## src/rtl/alu_control.sv

```systemverilog
// rtl/alu_control.sv - opcode-driven 16-bit register/ALU execution core (optional illegal_op via CONTROL_ILLEGAL_OP_EN)
module alu_control (
    input  logic        clk,
    input  logic        rst,
    input  logic [11:0] opcode,
    input  logic [15:0] Mem_Dat_X,
    input  logic [15:0] Mem_Dat_Y,
    output logic [15:0] Aout,
    output logic [15:0] Bout,
    output logic [15:0] Cout
`ifdef CONTROL_ILLEGAL_OP_EN
    ,
    output logic        illegal_op
`endif
);

    localparam logic [3:0] F_ADD    = 4'h0;
    localparam logic [3:0] F_SHL    = 4'h3;
    localparam logic [3:0] F_ANDLSB = 4'h5;
    localparam logic [3:0] F_NEG    = 4'h8;
    localparam logic [3:0] F_WRA    = 4'h9;
    localparam logic [3:0] F_SHR    = 4'hA;
    localparam logic [3:0] F_WRB    = 4'hB;
    localparam logic [3:0] F_WRC    = 4'hC;

    logic [15:0] a, b, c;
    logic [15:0] ao, bo, co;

    logic [3:0]  func;
    logic [1:0]  src_sel;
    logic [15:0] wb_data;
    logic        and_bit;
    logic        func_legal;

    assign func    = opcode[3:0];
    assign src_sel = opcode[11:10];

    // Memory loads take Y only for C; result-register sources prefer Co, then Bo, then Ao.
    always_comb begin
        wb_data = ao;
        if (src_sel == 2'b00) begin
            wb_data = (func == F_WRC) ? Mem_Dat_Y : Mem_Dat_X;
        end else if (opcode[7]) begin
            wb_data = co;
        end else if (opcode[6]) begin
            wb_data = bo;
        end
    end

    assign and_bit = opcode[8] ? co[0] : c[0];

    always_comb begin
        func_legal = 1'b0;
        case (func)
            F_ADD, F_SHL, F_ANDLSB, F_NEG,
            F_WRA, F_SHR, F_WRB, F_WRC: func_legal = 1'b1;
            default:                    func_legal = 1'b0;
        endcase
    end

    always_ff @(posedge clk) begin
        if (rst) begin
            a  <= 16'h0000;
            b  <= 16'h0000;
            c  <= 16'h0000;
            ao <= 16'h0000;
            bo <= 16'h0000;
            co <= 16'h0000;
        end else begin
            case (func)
                F_ADD:    ao <= a + c;
                F_SHL:    bo <= {b[14:0], 1'b0};
                F_ANDLSB: ao <= b & {16{and_bit}};
                F_NEG:    bo <= ~b + 16'h0001;
                F_SHR:    co <= {c[15], c[15:1]};
                F_WRA:    a  <= wb_data;
                F_WRB:    b  <= wb_data;
                F_WRC:    c  <= wb_data;
                default:  ;
            endcase
        end
    end

`ifdef CONTROL_ILLEGAL_OP_EN
    always_ff @(posedge clk) begin
        if (rst) begin
            illegal_op <= 1'b0;
        end else begin
            illegal_op <= ~func_legal;
        end
    end
`else
    logic unused_legal;
    assign unused_legal = func_legal;
`endif

    assign Aout = ao;
    assign Bout = bo;
    assign Cout = co;

endmodule

```

## config.mk

```make
export PLATFORM = sky130hd
export DESIGN_NAME = alu_control
export DESIGN_NICKNAME = d
export VERILOG_FILES = /design/src/rtl/alu_control.sv
export SDC_FILE = /design/constraint.sdc
export NUM_CORES = 1
export LEC_CHECK = 0
export BUFFER_PORTS_ARGS = -buffer_cell sky130_fd_sc_hd__buf_2
export CORE_MARGIN = 4
export CORE_UTILIZATION = 55
export DETAILED_ROUTE_END_ITERATION = 10
export PLACE_DENSITY = 0.79
export SYNTH_ARGS = -nofsm -noshare
export SYNTH_HDL_FRONTEND = slang
export SYNTH_SLANG_ARGS = --single-unit
```

## constraint.sdc

```tcl
create_clock -name clk -period 2.9 [get_ports clk]
set_clock_uncertainty 0.15 [all_clocks]
set_input_delay 0.435 -clock clk [delete_from_list [all_inputs] [get_ports clk]]
set_output_delay 0.435 -clock clk [all_outputs]
set_load 0.05 [all_outputs]
```

Yosys cells after proc, flatten, opt, wreduce, memory -nomap -nowiden

Cells that the tools add are included.

Register bits after elaboration: 95
Input port bits: 46

Add/subtract/negate cells: 2
Equal/unequal tests: 7
Muxes and demuxes: 7
Bitwise operators: 2
Reduce and logical (&&, ||, !) cells: 4

Operators with widths:

| kind                                           | number |
|---|---|
| 2-to-1 mux 16 bit                              | 4 |
| one-hot mux 16 bit (2 select lines)            | 2 |
| == test 4 bit (second input constant)          | 5 |
| adder 16 x 1 -> 16 bit (second input constant) | 1 |
| adder 16 bit                                   | 1 |
| AND 16 bit                                     | 1 |
| NOT 16 bit                                     | 1 |
| == test 4 x 2 -> 1 bit (second input constant) | 1 |
| == test 4 x 3 -> 1 bit (second input constant) | 1 |
| zero test 4 bit                                | 1 |
| nonzero test 2 bit                             | 2 |
| zero test 2 bit                                | 1 |
| 2-to-1 mux 1 bit                               | 1 |

Logic depth before layout (Yosys ltp)

Word-level depth: 3
Mapped depth: 9

Worst setup path before layout

OpenSTA, ideal clock, no wires.

Path type: register -> register
Start: register a[0]
End: register ao[14] (netlist: Aout[14])
Data arrival time: 2.082 ns
Data required time: 2.617 ns
Path slack: 0.535 ns
Stages on the path, launching flop included: 10
Path buffers: 0
Cells stage by stage: dfxtp_1 > ha_1 > fa_1 > a21o_1 > a2111oi_2 > nor3_1 > o41ai_1 > nand2_1 > o21ai_0 > a21oi_1

Longest elaborated chain between the ends: 2

RTL lines:

| what                                | line | source |
|---|---|---|
| from (decl)                         | 26   | `logic [15:0] a, b, c;` |
| from (signal assigned)              | 76   | `F_WRA: a <= wb_data;` |
| adder 16 bit                        | 71   | `F_ADD: ao <= a + c;` |
| one-hot mux 16 bit (2 select lines) | 70   | `case (func)` |
| to (signal assigned)                | 71   |  |
| to (signal assigned)                | 73   | `F_ANDLSB: ao <= b & {16{and_bit}};` |
| to (decl)                           | 27   | `logic [15:0] ao, bo, co;` |

Every way passes these cells.
A chain may end at the register's enable or synchronous reset.

Final worst setup path

Start: register c[0]
End: register ao[14] (netlist: Aout[14])

Longest elaborated chain between the ends: 3
Elaborated cells between the ends (all ways): 4
Those cells by class: 1 x add/sub; 2 x mux; 1 x bitwise

RTL lines:

| what                                                 | line | source |
|---|---|---|
| from (decl)                                          | 26   |  |
| from (signal assigned)                               | 78   | `F_WRC: c <= wb_data;` |
| branches (longest 2 deep; another with adder 16 bit) | n/a  |  |
| one-hot mux 16 bit (2 select lines) *                | 70   |  |

Mark *: on every way between the ends.

==> results.py <==
metrics = {
    "status": {
        "outcome": "finished clean",
    },
    "synth": {
        "postSynthCellCount": 714,
        "synth_area_leaders": "dfxtp_1 36%, nand2_1 15%, a21oi_1 9.8%",
        "yosys.area.top_type": "dfxtp_1",
        "synth_seq_cells": 95,
        "synth_nets": 777,
        "ys.flop_type": "dfxtp_1",
        "netlist.area_leader.share": 0.364,
        "netlist-cell-type-count": 56,
        "syn_area_per_cell_um2": 7.32,
        "yosysWarnings": 0,
        "ys_top_cells_by_count": "203 x nand2_1, 102 x a21oi_1, 95 x dfxtp_1",
        "synth_area_mm2": 0.00523,
        "yosysSeqAreaShare": 0.364,
        "ys_async_sr_fraction": 0,
        "yosysMostFrequentCell": "nand2_1",
        "synth_edf_count": 0,
    },
    "sta": {
        "tns_ns": 0,
        "rsz0062_at_grt": "no",
        "setup-violations-final": 0,
        "min_period_ns": 2.62,
        "fmax_ghz": 0.381,
        "hold_violations": 0,
        "slew_violations": 0,
        "hold_ws_ns": 0.315,
        "post-route-period-util": 0.905,
        "max-slew-margin-rel": 0.437,
        "tightest_slew_ns": 0.845,
    },
    "route": {
        "drtIter0Drc": 449,
        "highest_layer": "met4",
        "drt-met1-wl_mm": 6.90,
        "routed_wl_mm": 15.6,
        "viasPerCell": 5.93,
        "drtPass1Iterations": 5,
        "drc_errors": 0,
        "routed-wl-met2_mm": 7.14,
        "antenna_left": 0,
        "wl_per_cell_um": 17.2,
        "vias": 5374,
        "wl_met3_mm": 1.27,
    },
    "placement": {
        "place.port_buffers": 90,
        "dp_hpwl_mm": 11.4,
        "place_congestion": 0.906,
    },
    "floorplanning": {
        "start_util": 0.566,
        "core-area_mm2": 0.00924,
        "die_w_um": 106,
        "std_cell_rows": 35,
        "fp.dieH_um": 106,
        "dieArea_mm2": 0.0111,
        "num_io_pins": 94,
    },
    "clocking": {
        "clkSinkCount": 95,
        "tritoncts": "done",
        "post_cts_buffers": 0,
        "htree_levels": 3,
        "ctsResizeCount": 0,
        "worstSkewPairLatency_ns": 0.37,
        "hold_buffers": 0,
        "cts-root-buf": "clkbuf_8",
        "clock_path_buffers": 2,
        "cts_made_buffers": 9,
        "clk_pin_slew_worst_paths_ns": 0.09,
    },
    "layout": {
        "antenna_cells": 0,
        "multi_input_area_mm2": 0.00308,
        "n_fill_cell": 823,
        "final_layout_size_suffix_gt1_frac": 0.171,
        "final_nets": 837,
        "regArea_mm2": 0.00190,
        "syn2layout_area_growth_pct": 13.5,
        "fin_util": 0.643,
    },
    "power_and_ir_drop": {
        "leakagePower_nw": 2.50,
        "power_mw": 2.75,
        "p_switching_mw": 0.742,
        "seq_power_share": 0.492,
        "p_sw_frac": 0.270,
        "vdd_ir_drop_max_uv": 211,
        "internal-power_mw": 2.01,
        "power.density_mw_per_mm2": 464,
        "clkPwrFrac": 0.376,
        "comb_power_share": 0.131,
    },
    "grt": {
        "grt_pass1_wl_mm": 25.0,
        "overflow": 0,
        "grt_start_max_net_pins": 40,
        "antenna_found_initial": 0,
        "grt_pass1_vias": 4887,
        "grtUsageTotal": 0.277,
    },
    "critical_path": {
        "cp.arrival_ns": 2.78,
        "cpLargestDelayFamily": "compound AO/OA/AOI/OAI gates",
        "end_kind": "register",
        "start_kind": "register",
        "worstSetupPathType": "reg -> reg",
        "path_cells": "ha_1 > fa_1 > a21o_1 > a2111oi_2 > nor3_1 > o41ai_1 > o21ai_0 > a21oi_1",
        "path_buf_inv": 0,
        "crit_required_ns": 3.05,
        "crit_path_max_incr_delay_ns": 0.41,
        "critPathSlowestCell": "fa_1",
        "crit_fanout": 3,
    },
    "run": {
        "max-cap-violations": 0,
    },
    "hold_path": {
        "hold_class": "reg -> reg",
    },
}
[per-stage QoR]
step | instance area, um2 | cells | setup slack (ns)
floorplan | 5230 | 714 | 0.535
global placement | 5710 | 892 | 0.349
detailed placement | 5710 | 892 | 0.308
CTS | 5940 | 907 | 0.275
global route | 5940 | 907 | 0.0180
finish | 5940 | 907 | 0.276
[kinds of logic after synthesis]
logic type,Yosys count,share of synthesized area
and+or+nand+nor,321,0.258
AOI/OAI and AO/OA,187,0.224
DFF,95,0.364
buffers and inverters,58,0.0476
xor gates and xnor gates,19,0.0318
muxes,17,0.0330
adders and majority gates,17,0.0421
[cells in the final DEF, fill, tap and decap left out, types with 9 or more instances in the layout]
cell type,count
ha_1,16
mux2i_1,15
nor3_1,11
nand2_1,203
o21ai_0,10
nor2_1,60
clkbuf_8,9
dfxtp_1,95
xnor2_1,12
buf_2,90
a21oi_1,102
a211oi_1,15
buf_4,14
a31oi_1,17
[per-layer routing]
layer / up-vias / track usage
met3: 29 / 0.0404
li1: 2608 / -
met5: - / 0
met1: 2477 / 0.397
met2: 260 / 0.438
met4: 0 / 0.0731
[area by class of cell]
class                      instances  share of cell area
multi-input combinational        561               0.519
sequential                        95               0.320
clock inverter                     4              0.0160
inverter                           3             0.00190
timing repair buffer             104              0.0936
clock buffer                      11              0.0221
tap                              129              0.0272
[worst reg2reg max path: stages, from the launching register on]
cell and delay [ns]:
dfxtp_1 0.34, ha_1 0.22, fa_1 0.41, a21o_1 0.22
a2111oi_2 0.35, nor3_1 0.12, o41ai_1 0.39, o21ai_0 0.19
a21oi_1 0.16
[registers in the layout, indices dropped and copies added, names as in the netlist]
name,flops
Aout,16
Bout,16
a,16
b,16
c,16
Cout,15
[power by group through the flow]
stage	registers, mW	clock network [mW]	logic [mW]
3_3_place_gp	1.38	0	0.350
3_5_place_dp	1.39	0	0.355
4_1_cts	1.35	1.04	0.357
6_report	1.36	1.04	0.362
5_1_grt	1.36	1.10	0.390
2_1_floorplan	1.43	0	0.196
[final timing paths]
check                           endpoint  slack [ns]  cells past startpoint  start
worst min register to register     a[13]        0.32                      2  a[13]
worst max register to register  Aout[14]        0.28                      8   c[0]
worst min-delay path               a[13]        0.32                      2  a[13]
worst max-delay path            Aout[14]        0.28                      8   c[0]
Power figures use the tool's default switching activity.
